`src/rtl/enc_sym_pkg.sv`:
```
// rtl/enc_sym_pkg.sv - shared states, token layout and constants for the JPEG symbol encoder
package enc_sym_pkg;

    localparam int BLOCK_LEN = 64;
    localparam int COEF_W    = 16;
    localparam int AMP_W     = 16;
    localparam int TOKEN_W   = 24;

    localparam int RUN_LSB  = 20;
    localparam int SIZE_LSB = 16;
    localparam int AMP_LSB  = 0;

    localparam logic [7:0] RS_ZRL = 8'hF0;
    localparam logic [7:0] RS_EOB = 8'h00;

    typedef enum logic [2:0] {
        S_DC,
        S_AC,
        S_ZRL,
        S_EOB,
        S_EOS
    } encState;

    function automatic logic [TOKEN_W-1:0] makeToken(input logic [3:0] run,
                                                     input logic [3:0] size,
                                                     input logic [AMP_W-1:0] amp);
        logic [TOKEN_W-1:0] tok;
        tok = '0;
        tok[RUN_LSB +: 4]     = run;
        tok[SIZE_LSB +: 4]    = size;
        tok[AMP_LSB +: AMP_W] = amp;
        return tok;
    endfunction

endpackage

```
`src/rtl/enc_sym_magcat.sv`:
```
// rtl/enc_sym_magcat.sv - JPEG magnitude category and amplitude bits of a 17-bit signed value
module enc_sym_magcat
    import enc_sym_pkg::*;
(
    input  logic signed [16:0]      value,
    output logic        [3:0]       size,
    output logic        [AMP_W-1:0] amp
);

    logic [16:0] mag;
    logic [4:0]  sizeFull;
    logic [15:0] mask;

    always_comb begin
        mag      = value[16] ? -value : value;
        sizeFull = 5'd0;
        for (int i = 0; i < 17; i++) begin
            if (mag[i]) sizeFull = 5'(i + 1);
        end
        size = sizeFull[3:0];
        mask = 16'((17'd1 << sizeFull) - 17'd1);
        // Negative values carry the one's complement of |x|, i.e. (x-1) trimmed to size bits.
        amp  = value[16] ? (16'(value - 17'sd1) & mask) : value[15:0];
    end

endmodule

```
`src/rtl/enc_sym_rle.sv`:
```
// rtl/enc_sym_rle.sv - zigzag coefficients to JPEG DC/AC/ZRL/EOB symbol tokens
module enc_sym_rle
    import enc_sym_pkg::*;
(
    input  logic                clock,
    input  logic                reset,
    input  logic [COEF_W-1:0]   coefToken_d,
    input  logic                coefToken_e,
    input  logic                coefToken_v,
    output logic                coefToken_b,
    output logic [TOKEN_W-1:0]  encToken_d,
    output logic                encToken_e,
    output logic                encToken_v,
    input  logic                encToken_b
);

    encState state, stateNext;

    logic [5:0]              idx;
    logic [5:0]              run;
    logic signed [COEF_W-1:0] pred;
    logic signed [COEF_W-1:0] held;
    logic                    heldLast;
    logic                    eosPending;

    logic                    accept, outFree, isZero, lastIdx, runBig;
    logic signed [16:0]      diff, magIn;
    logic [3:0]              magSize;
    logic [AMP_W-1:0]        magAmp;
    logic                    emit, emitE;
    logic [TOKEN_W-1:0]      emitD;

    assign coefToken_b = reset | (encToken_v & encToken_b)
                       | (state == S_ZRL) | (state == S_EOB) | (state == S_EOS);
    assign accept  = coefToken_v & ~coefToken_b;
    assign outFree = ~encToken_v | ~encToken_b;
    assign isZero  = (coefToken_d == '0);
    assign lastIdx = (idx == 6'(BLOCK_LEN - 1));
    assign runBig  = (run[5:4] != 2'b00);
    assign diff    = $signed({coefToken_d[COEF_W-1], coefToken_d}) - $signed({pred[COEF_W-1], pred});

    enc_sym_magcat uMagcat (
        .value (magIn),
        .size  (magSize),
        .amp   (magAmp)
    );

    always_ff @(posedge clock) begin
        if (reset) state <= S_DC;
        else       state <= stateNext;
    end

    always_comb begin
        stateNext = state;
        case (state)
            S_DC:  if (accept) stateNext = coefToken_e ? S_EOS : S_AC;
            S_AC:  if (accept) begin
                       if (coefToken_e)        stateNext = S_EOB;
                       else if (isZero)        stateNext = lastIdx ? S_EOB : S_AC;
                       else if (runBig)        stateNext = S_ZRL;
                       else if (lastIdx)       stateNext = S_DC;
                   end
            S_ZRL: if (outFree && !runBig) stateNext = heldLast ? S_DC : S_AC;
            S_EOB: if (outFree) stateNext = eosPending ? S_EOS : S_DC;
            S_EOS: if (outFree) stateNext = S_DC;
            default: stateNext = S_DC;
        endcase
    end

    always_comb begin
        magIn = {coefToken_d[COEF_W-1], coefToken_d};
        emit  = 1'b0;
        emitE = 1'b0;
        emitD = '0;
        case (state)
            S_DC: begin
                magIn = diff;
                emit  = accept & ~coefToken_e;
                emitD = makeToken(4'h0, magSize, magAmp);
            end
            S_AC: begin
                emit  = accept & ~coefToken_e & ~isZero & ~runBig;
                emitD = makeToken(run[3:0], magSize, magAmp);
            end
            S_ZRL: begin
                magIn = {held[COEF_W-1], held};
                emit  = outFree;
                emitD = runBig ? {RS_ZRL, 16'h0000} : makeToken(run[3:0], magSize, magAmp);
            end
            S_EOB: begin
                emit  = outFree;
                emitD = {RS_EOB, 16'h0000};
            end
            S_EOS: begin
                emit  = outFree;
                emitE = 1'b1;
            end
            default: ;
        endcase
    end

    always_ff @(posedge clock) begin
        if (reset) begin
            encToken_v <= 1'b0;
            encToken_e <= 1'b0;
            encToken_d <= '0;
            idx        <= '0;
            run        <= '0;
            pred       <= '0;
            held       <= '0;
            heldLast   <= 1'b0;
            eosPending <= 1'b0;
        end else begin
            if (emit) begin
                encToken_v <= 1'b1;
                encToken_e <= emitE;
                encToken_d <= emitD;
            end else if (encToken_v && !encToken_b) begin
                encToken_v <= 1'b0;
            end
            case (state)
                S_DC: if (accept && !coefToken_e) begin
                    pred <= coefToken_d;
                    idx  <= 6'd1;
                    run  <= '0;
                end
                S_AC: if (accept) begin
                    if (coefToken_e) begin
                        eosPending <= 1'b1;
                    end else begin
                        // Wraps to 0 after index 63, ready for the next DC.
                        idx <= idx + 6'd1;
                        if (isZero) begin
                            if (!lastIdx) run <= run + 6'd1;
                        end else if (runBig) begin
                            held     <= coefToken_d;
                            heldLast <= lastIdx;
                        end else begin
                            run <= '0;
                        end
                    end
                end
                S_ZRL: if (outFree) run <= runBig ? run - 6'd16 : 6'd0;
                S_EOB: if (outFree) begin
                    idx        <= '0;
                    run        <= '0;
                    eosPending <= 1'b0;
                end
                S_EOS: if (outFree) pred <= '0;
                default: ;
            endcase
        end
    end

endmodule

```
`config.mk`:
```
export PLATFORM = sky130hd
export DESIGN_NAME = enc_sym_rle
export DESIGN_NICKNAME = d
export VERILOG_FILES = /design/src/rtl/enc_sym_pkg.sv /design/src/rtl/enc_sym_magcat.sv /design/src/rtl/enc_sym_rle.sv
export SDC_FILE = /design/constraint.sdc
export NUM_CORES = 1
export LEC_CHECK = 0
export ABC_AREA = 1
export CAP_MARGIN = 15
export CORE_MARGIN = 2
export CORE_UTILIZATION = 64
export DETAILED_ROUTE_END_ITERATION = 10
export PLACE_DENSITY = 0.84
export SLEW_MARGIN = 20
export SYNTH_ARGS = -nofsm -noshare
export SYNTH_HDL_FRONTEND = slang
export SYNTH_SLANG_ARGS = --single-unit
```
`constraint.sdc`:
```
create_clock -name clock -period 7.1 [get_ports clock]
set_input_delay 1.42 -clock clock [delete_from_list [all_inputs] [get_ports clock]]
set_output_delay 1.42 -clock clock [all_outputs]
set_load 0.01 [all_outputs]
```
## After elaboration in Yosys (flattened, before gate mapping)

Cells that the tools add are included.

- Memories kept: 0
- Output and inout bits: 27
- ROM bits: 0
- Word-level logic and storage cells: 134
- Bits in writable memories: 0
- Bits in registers: 75
- Bits in latches: 0

- Eq/ne operators: 17
- Magnitude comparators: 0
- $mul: 0
- Reductions and logical operators: 21
- Divide/modulo/power cells: 0
- Bitwise logic cells: 17
- Shift operators: 1
- Muxes and demuxes: 61
- Add/subtract/negate cells: 7

Operator list:

| operator | number |
|---|---|
| 6-bit 2-to-1 mux | 12 |
| 24-bit one-hot mux with 3 select lines | 1 |
| 16-bit 2-to-1 mux | 3 |
| 3-bit 2-to-1 mux | 15 |
| 17-bit one-hot mux with 2 select lines | 1 |
| 4-bit 2-to-1 mux | 8 |
| 16-bit one-hot mux with 2 select lines | 1 |
| 24-bit 2-to-1 mux | 1 |
| 6-bit one-hot mux with 4 select lines | 1 |
| 6-bit one-hot mux with 3 select lines | 1 |
| 17-bit 2-to-1 mux | 1 |
| 17-bit negation | 1 |
| 16-bit by 16-bit subtractor with 17-bit output | 1 |
| 16-bit AND | 1 |
| 16-bit zero test | 1 |
| 2-bit inequality test (second input constant) | 8 |
| 1-bit by 5-bit left shift with 16-bit output (first input constant) | 1 |
| 16-bit by 1-bit subtractor with 16-bit output (second input constant) | 1 |
| 16-bit by 2-bit subtractor with 16-bit output (second input constant) | 1 |
| 3-bit one-hot mux with 5 select lines | 1 |
| 6-bit by 1-bit adder with 6-bit output (second input constant) | 2 |
| 5-bit 2-to-1 mux | 2 |
| 5-bit AND reduction | 2 |
| 1-bit 2-to-1 mux | 8 |
| other kinds (25) | 49 |

## Logic depth before layout (Yosys ltp)

Gate-level depths: netlist of the first run.

- Depth after elaboration: 27
- Gate-level depth with buffers: 43
- Mapped depth without buffers: 42

## Hierarchy

From an unflattened synthesis of the first run, not the netlist that was laid out.

- Cell total of the unflattened synthesis: 1020
- Area, all modules: 6063.3 um^2

By module, submodules not included:

| module | area an instance (um^2) | times used | cells an instance | sequential area each (um^2) |
|---|---|---|---|---|
| enc_sym_rle | 4670.7 | 1 | 760 | 1501.4 |
| enc_sym_magcat | 1392.6 | 1 | 260 | 0.0 |

## Least setup slack after synthesis of the first run

Ideal clock, no wire load.

- Path kind: in2reg
- From: in coefToken_d[0]
- To: reg encToken_d[14]
- Arrival: 5.027 ns
- Buffers on the path: 1
- Cell stages on the path: 35
- Slack: 1.939 ns
- Library setup time: 0.133 ns
- Required time: 6.967 ns
- Cell sequence: inv_1 ha_1 inv_1 fa_1 o221ai_2 ha_1 nand2_1 nor2_2 nand2_1 nor2_4 nand2_1 nor2_1 nand2_1 nand2_1 nand2_1 o21ai_2 nand2_1 nand2_1 nand2_1 nand2_1 nand2_2 nand2_2 nand2_2 buf_6 nor2_2 nand3_1 ha_1 nand3_4 nor2_2 nand3_1 nand2_1 nand3_1 nand2_1 nand2_1 a21oi_2

- Word-level cells in the longest chain between the ends: 27
- Elaborated cells on any way between the ends: 33
- Those cells by class: 4 x add/sub; 1 x shift; 23 x mux; 4 x bitwise; 1 x reduce/logical

RTL lines:

| item | RTL line | RTL |
|---|---|---|
| from (decl) | enc_sym_rle.sv:7 | `input logic [COEF_W-1:0] coefToken_d,` |
| 16-bit by 16-bit subtractor with 17-bit output | enc_sym_rle.sv:40 | `assign diff = $signed({coefToken_d[COEF_W-1], coefToken_d}) - $signed({pred[COEF_W-1], pred});` |
| 17-bit one-hot mux with 2 select lines | enc_sym_rle.sv:75 | `case (state)` |
| 17-bit negation | enc_sym_magcat.sv:15 | `mag = value[16] ? -value : value;` |
| 17-bit 2-to-1 mux | enc_sym_magcat.sv:15 |  |
| 1-bit 2-to-1 mux | enc_sym_magcat.sv:18 | `if (mag[i]) sizeFull = 5'(i + 1);` |
| 2-bit 2-to-1 mux (2 in a row) | enc_sym_magcat.sv:18 |  |
| 3-bit 2-to-1 mux (4 in a row) | enc_sym_magcat.sv:18 |  |
| 4-bit 2-to-1 mux (8 in a row) | enc_sym_magcat.sv:18 |  |
| 5-bit 2-to-1 mux (2 in a row) | enc_sym_magcat.sv:18 |  |
| 1-bit by 5-bit left shift with 16-bit output | enc_sym_magcat.sv:21 | `mask = 16'((17'd1 << sizeFull) - 17'd1);` |
| 16-bit by 1-bit subtractor with 16-bit output | enc_sym_magcat.sv:21 |  |
| 16-bit AND | enc_sym_magcat.sv:23 | `amp = value[16] ? (16'(value - 17'sd1) & mask) : value[15:0];` |
| 16-bit 2-to-1 mux | enc_sym_magcat.sv:23 |  |
| 24-bit 2-to-1 mux | enc_sym_rle.sv:88 | `emitD = runBig ? {RS_ZRL, 16'h0000} : makeToken(run[3:0], magSize, magAmp);` |
| 24-bit one-hot mux with 3 select lines | enc_sym_rle.sv:75 |  |
| to (signal assigned) | enc_sym_rle.sv:117 | `encToken_d <= emitD;` |
| to (decl) | enc_sym_rle.sv:11 | `output logic [TOKEN_W-1:0] encToken_d,` |

Parallel ways exist; a longest one is shown, timed or not.
A chain may end at the register's enable or synchronous reset.

## Worst setup path in the final report of the first run

- From: in coefToken_d[0]
- To: reg encToken_d[10]

Same word-level chain as after synthesis.

==> results of run 1 <==
-- logic make-up (layout without fill, tap and decap cells) --
kind of cell | count (synthesis) | after routing
AND/OR/NAND/NOR | 509 | 509
AO/OA/AOI/OAI | 188 | 188
buffers and inverters | 157 | 198
flip-flops | 75 | 75
adder cells (fa/ha/maj) | 21 | 21
XOR/XNOR | 12 | 12
-- state kept, by name, indices dropped and copies added (netlist names), 3 cells and up --
signal,cells
encToken_d,24
held,16
pred,16
idx,6
run,6
state,3
-- metal layers --
layer / vias to the layer above / track usage, % / wire length [µm]
met4: 0 / 15.3 / 701
met1: 2900 / 44.0 / 7040
met5: - / 0 / 0
met2: 297 / 54.8 / 7560
li1: 3227 / - / -
met3: 52 / 5.50 / 1340
-- final timing paths --
check            startpoint        endpoint  cells after the start
max reg2reg        state[1]  encToken_d[10]                     36
min                 pred[8]         pred[8]                      2
min reg2reg         pred[8]         pred[8]                      2
max          coefToken_d[0]  encToken_d[10]                     34
-- power by group --
| group | total, mW | switching [mW] | internal, mW | leakage [nW] |
|---|---|---|---|---|
| Sequential | 0.573 | 0.0633 | 0.510 | 0.609 |
| Clock | 0.320 | 0.188 | 0.132 | 0.0886 |
| Combinational | 2.44 | 1.65 | 0.783 | 2.21 |
-- per-stage QoR --
| step | area (µm²) | std cells | hold slack, ns | power (mW) | setup WS (ns) |
|---|---|---|---|---|---|
| 3_5_place_dp | 6410 | 1098 | 0.452 | 2.97 | 0.758 |
| 3_3_place_gp | 6410 | 1098 | 0.449 | 2.97 | 0.806 |
| 4_1_cts | 6590 | 1114 | 0.467 | 3.29 | 1.12 |
| 6_report | 6590 | 1114 | 0.467 | 3.33 | 1.02 |
| 2_1_floorplan | 5890 | 962 | 0.430 | 2.40 | 1.94 |
| 5_1_grt | 6590 | 1114 | 0.481 | 3.62 | 0.530 |
-- synthesized netlist by cell type (5+ instances only) --
| library cell | count | share of area [%] |
|---|---|---|
| nand4_1 | 27 | 2.9 |
| nand2_1 | 267 | 17 |
| nand3_1 | 61 | 5.2 |
| nand2_2 | 8 | 0.85 |
| ha_1 | 20 | 4.2 |
| nor2_4 | 5 | 0.96 |
| nor2_2 | 9 | 0.96 |
| inv_2 | 6 | 0.38 |
| nor2_1 | 85 | 5.4 |
| clkbuf_1 | 20 | 1.3 |
| o21ai_0 | 60 | 5.1 |
| a21oi_1 | 81 | 6.9 |
| o21ai_2 | 6 | 0.89 |
| dfxtp_1 | 75 | 25 |
| xnor2_1 | 5 | 0.74 |
| inv_1 | 121 | 7.7 |
| o211ai_1 | 8 | 1.0 |
| o21ai_1 | 7 | 0.59 |
| a31oi_1 | 8 | 0.85 |
| xor2_1 | 7 | 1.0 |
| nor3_1 | 19 | 1.6 |
-- worst register-to-register path: cells and delay by family (launching register included) --
family / cells / cell delay (ns)
compound gates: 2 / 0.37
fa+ha+maj: 2 / 0.54
buf+inv: 3 / 0.45
flops: 1 / 0.83
simple gates: 29 / 3.01
-- area by class of cell --
class                   instances  area, µm²
clock buffers                   9        124
clock inverters                 7       57.6
fillers                       799       2470
inverters                     130        493
multi-input cells             730       3770
flip-flops and latches         75       1500
well taps                     111        139
repair buffers                 52        508
-- placed cells by master, fill, tap and decap left out, types with 8 or more instances in the layout --
master and n:
nand2_1 267, inv_1 121, nor2_1 85, a21oi_1 81, dfxtp_1 75, nand3_1 61
o21ai_0 60, clkdlybuf4s50_1 47, nand4_1 27, ha_1 20, nor3_1 19, nor2_2 9
clkbuf_8 9, nand2_2 8, o211ai_1 8, a31oi_1 8
==> impl_metrics.env, run 1 <==
export IMPL_status="completed"
export IMPL_cts_hold_fix_buffers=0
export IMPL_clkTransAtPathRegs_ns=0.10
export IMPL_post_route_period_util_pct=85.6
export IMPL_vias=6476
export IMPL_maxSlewViolCount=0
export IMPL_tns_ns=0
export IMPL_seq_area_frac_synth_pct=25.5
export IMPL_async_flop_share_pct=0
export IMPL_drt_iter0_drc=465
export IMPL_grt_max_degree=43
export IMPL_area_growth_pct=11.9
export IMPL_critPathArrivalTime_ns=6.38
export IMPL_synth_area_um2=5890
export IMPL_clk_latency_ns=0.37
export IMPL_die_w_um=99.9
export IMPL_start_kind="primary input"
export IMPL_cp_max_fo=11
export IMPL_tritoncts="built"
export IMPL_synth_nets=1004
export IMPL_rsz0062_at_grt="false"
export IMPL_path_class="primary input to flop"
export IMPL_vias_per_cell=5.81
export IMPL_cts_buffer_depth=2
export IMPL_reg2reg_setup_slack_ns=1.85
export IMPL_fin_nets=1040
export IMPL_min_period_ns=6.08
export IMPL_gp_congestion=0.969
export IMPL_diodes=0
export IMPL_grt_ovfl_total=0
export IMPL_hold_class="flop to flop"
export IMPL_max_freq_mhz=165
export IMPL_cpMaxStageDelayCell="clkdlybuf4s50_1"
export IMPL_synth_adder_area_share_pct=4.59
export IMPL_grt_pass1_vias=5869
export IMPL_finalCoreUtilization_pct=72.7
export IMPL_post_cts_resized=0
export IMPL_coreArea_um2=9060
export IMPL_io_pins=48
export IMPL_die_area_um2=9990
export IMPL_track_usage_pct=33.7
export IMPL_synth_area_per_cell_um2=6.12
export IMPL_power_leakage_nw=2.90
export IMPL_synth_simple_area_share_pct=39.5
export IMPL_synth_edff_count=0
export IMPL_post_dp_hpwl_um=12400
export IMPL_critical_path_buf_inv_count=4
export IMPL_cts_setup_buffers=0
export IMPL_initial_core_util_pct=65.0
export IMPL_grt_pass1_wl_um=27200
export IMPL_ys_flop_type="dfxtp_1"
export IMPL_routed_wl_um=16600
export IMPL_clockRootBuffer="clkbuf_8"
export IMPL_synth_seq_cells=75
export IMPL_cp_end_kind="flop"
export IMPL_muxShareOfSynthArea_pct=0
export IMPL_vdd_drop_max_mv=0.265
export IMPL_dr_pass1_iters=5
export IMPL_synth_compound_area_share_pct=18.2
export IMPL_cpPeakStageDelay_ns=0.45
export IMPL_p_per_area_nw_per_um2=505
export IMPL_cts_htree_levels=3
export IMPL_drive_gt1_share_pct=7.18
export IMPL_synthXorXnorAreaFrac_pct=1.78
export IMPL_cts_sinks=75
export IMPL_ys_warn_count=0
export IMPL_synth_top_family_by_area="simple AND/OR/NAND/NOR gates"
export IMPL_row_count=35
export IMPL_final_hold_violation_count=0
export IMPL_die_y_um=99.9
export IMPL_cts_buffers=9
export IMPL_drc_errors=0
export IMPL_antenna_found_initial=0
export IMPL_skew_ns=0.0147
export IMPL_synth_cells=962
export IMPL_cp_top_family="simple AND/OR/NAND/NOR gates"
export IMPL_required_ns=7.41
export IMPL_setup_violations=0
export IMPL_path_common_cell="nand2_1"
export IMPL_routedWlPerCell_um=14.9
export IMPL_drtAntennaViolNets=0
export IMPL_synth_distinct_cells=51
export IMPL_tightest_slew_ns=0.866
export IMPL_slew_headroom_pct=41.6
export IMPL_io_buffers=47
export IMPL_drv_cap=0
(Power assumes the default switching activity.)
==> inputs of run 2 (changes only) <==
--- a/config.mk
+++ b/config.mk
@@ -10,6 +10,7 @@
 export CORE_MARGIN = 2
 export CORE_UTILIZATION = 64
 export DETAILED_ROUTE_END_ITERATION = 10
+export GPL_TIMING_DRIVEN = 0
 export PLACE_DENSITY = 0.84
 export SLEW_MARGIN = 20
 export SYNTH_ARGS = -nofsm -noshare
==> impl_metrics.env, run 2 (synthesis results as in run 1) <==
export IMPL_largest_reg_flops=24
export IMPL_routedWlPerCell_um=14.7
export IMPL_p_per_area_nw_per_um2=510
export IMPL_vdd_drop_max_mv=0.253
export IMPL_layout_common_cells="nand2_1 (267), inv_1 (121), nor2_1 (85)"
export IMPL_grt_max_degree=17
export IMPL_switching_share_pct=56.9
export IMPL_tightest_slew_ns=0.880
export IMPL_fill_cells=794
export IMPL_grt_pass1_wl_um=27300
export IMPL_post_route_period_util_pct=87.2
export IMPL_min_period_ns=6.19
export IMPL_hp_start="held[1]"
export IMPL_setup_violations=0
export IMPL_cts_buffer_depth=2
export IMPL_required_ns=7.33
export IMPL_top_register="encToken_d"
export IMPL_p_seq_share_pct=16.6
export IMPL_clockPowerShare_pct=9.6
export IMPL_stdcell_count=1135
export IMPL_cts_setup_buffers=0
export IMPL_dpl_cell_count=1119
export IMPL_max_freq_mhz=162
export IMPL_tritoncts="built"
export IMPL_path_class="primary input to flop"
export IMPL_vias_per_cell=5.77
export IMPL_fin_area_um2=6680
export IMPL_die_area_um2=9990
export IMPL_start_kind="primary input"
export IMPL_io_pins=48
export IMPL_routed_wl_um=16700
export IMPL_cp_end_kind="flop"
export IMPL_status="completed"
export IMPL_pwr_share_comb_pct=73.8
export IMPL_row_count=35
export IMPL_die_w_um=99.9
export IMPL_drc_errors=0
export IMPL_diodes=0
export IMPL_postPlaceCellArea_um2=6490
export IMPL_fin_nets=1061
export IMPL_p_int_mw=1.47
export IMPL_track_usage_pct=33.7
export IMPL_cts_sinks=75
export IMPL_r2r_end="encToken_d[6]"
export IMPL_clkTransAtPathRegs_ns=0.09
export IMPL_rr_startpoint="pred[0]"
export IMPL_maxSlewViolCount=0
export IMPL_path_common_cell="nand2_1"
export IMPL_area_growth_pct=13.4
export IMPL_cp_max_fo=7
export IMPL_critical_path_buf_inv_count=3
export IMPL_post_cts_resized=0
export IMPL_final_hold_violation_count=0
export IMPL_p_switching_mw=1.94
export IMPL_cp_top_family="simple AND/OR/NAND/NOR gates"
export IMPL_drv_cap=0
export IMPL_whs_ns=0.460
export IMPL_cts_buffers=9
export IMPL_cts_htree_levels=3
export IMPL_reg_top3="encToken_d x24, held x16, pred x16"
export IMPL_die_y_um=99.9
export IMPL_reg2reg_setup_slack_ns=2.28
export IMPL_gp_congestion=1.02
export IMPL_tns_ns=0
export IMPL_slew_headroom_pct=41.4
export IMPL_vias=6547
export IMPL_clockRootBuffer="clkbuf_8"
export IMPL_initial_core_util_pct=65.0
export IMPL_antenna_found_initial=0
export IMPL_rsz0062_at_grt="false"
export IMPL_coreArea_um2=9060
export IMPL_power_leakage_nw=2.94
export IMPL_hold_class="flop to flop"
export IMPL_critPathArrivalTime_ns=6.42
export IMPL_io_buffers=46
export IMPL_drive_gt1_share_pct=7.23
export IMPL_skew_ns=0.0129
export IMPL_hold_path_end="held[1]"
export IMPL_dr_pass1_iters=6
export IMPL_cts_hold_fix_buffers=0
export IMPL_rr_worst_depth=31
export IMPL_grt_ovfl_total=0
export IMPL_final_common_cell="nand2_1"
export IMPL_cpMaxStageDelayCell="clkdlybuf4s50_1"
export IMPL_hold_depth=2
export IMPL_clk_latency_ns=0.36
export IMPL_crit_cells=28
export IMPL_post_dp_hpwl_um=12900
export IMPL_drt_iter0_drc=464
export IMPL_drtAntennaViolNets=0
export IMPL_cpPeakStageDelay_ns=0.51
export IMPL_grt_pass1_vias=5868
==> run 2: changes by cell type in the layout (fill, tap and decap cells not counted), moves of 2 or more <==
cell and delta:
buf_2 +4, clkinv_4 +2, buf_4 -4, clkbuf_1 +20
buf_6 +2
==> run 2: worst register-to-register path: cells and delay by family, from the launching register on <==
kind	cells	cell delay [ns]
flip-flops	1	0.34
AND/OR/NAND/NOR	19	1.95
adder cells (fa/ha/maj)	3	0.82
AO/OA/AOI/OAI	6	1.13
buffers and inverters	2	0.26
XOR/XNOR	1	0.24
==> run 2: per-layer routing <==
metal	vias up	track usage (%)	share of wire [%]
li1	3283	-	-
met1	2924	43.0	42
met2	287	58.0	48
met3	53	4.67	6.4
met4	0	12.4	3.1
met5	-	0	0
==> run 2: how the worst max path moves through the flow <==
stage	endpoint	slack, ns	startpoint
final	encToken_d[6]	0.91	coefToken_d[0]
after global routing	encToken_d[12]	0.45	coefToken_d[0]
after CTS	encToken_d[6]	0.97	coefToken_d[0]
after detailed placement	encToken_d[6]	0.61	coefToken_d[0]
after global placement	encToken_d[6]	0.63	coefToken_d[0]
after floorplan	encToken_d[14]	1.94	coefToken_d[0]
==> run 2: area by class of cell <==
cell class,count,area [µm²],area share (%)
plain buffers,27,125,1.87
clock buffers,9,124,1.85
clock inverters,7,65.1,0.974
inverters,130,493,7.38
multi-input cells,730,3770,56.5
flip-flops and latches,75,1500,22.5
well taps,111,139,2.08
repair buffers,46,460,6.90
==> run 2: power by group through the flow <==
stage / clock (mW) / sequential, mW / combinational, mW
final: 0.326 / 0.567 / 2.52
after global routing: 0.343 / 0.576 / 2.79
after CTS: 0.327 / 0.566 / 2.48
after detailed placement: 0 / 0.575 / 2.47
after global placement: 0 / 0.572 / 2.46
after floorplan: 0 / 0.596 / 1.81
==> run 2: through the flow <==
step	utilization, %	setup slack, ns	power, mW
global placement	71.6	0.630	3.03
finish	73.7	0.911	3.41
detailed placement	71.6	0.609	3.04
global route	73.7	0.453	3.71
floorplan	-	1.94	2.40
CTS	73.7	0.971	3.37
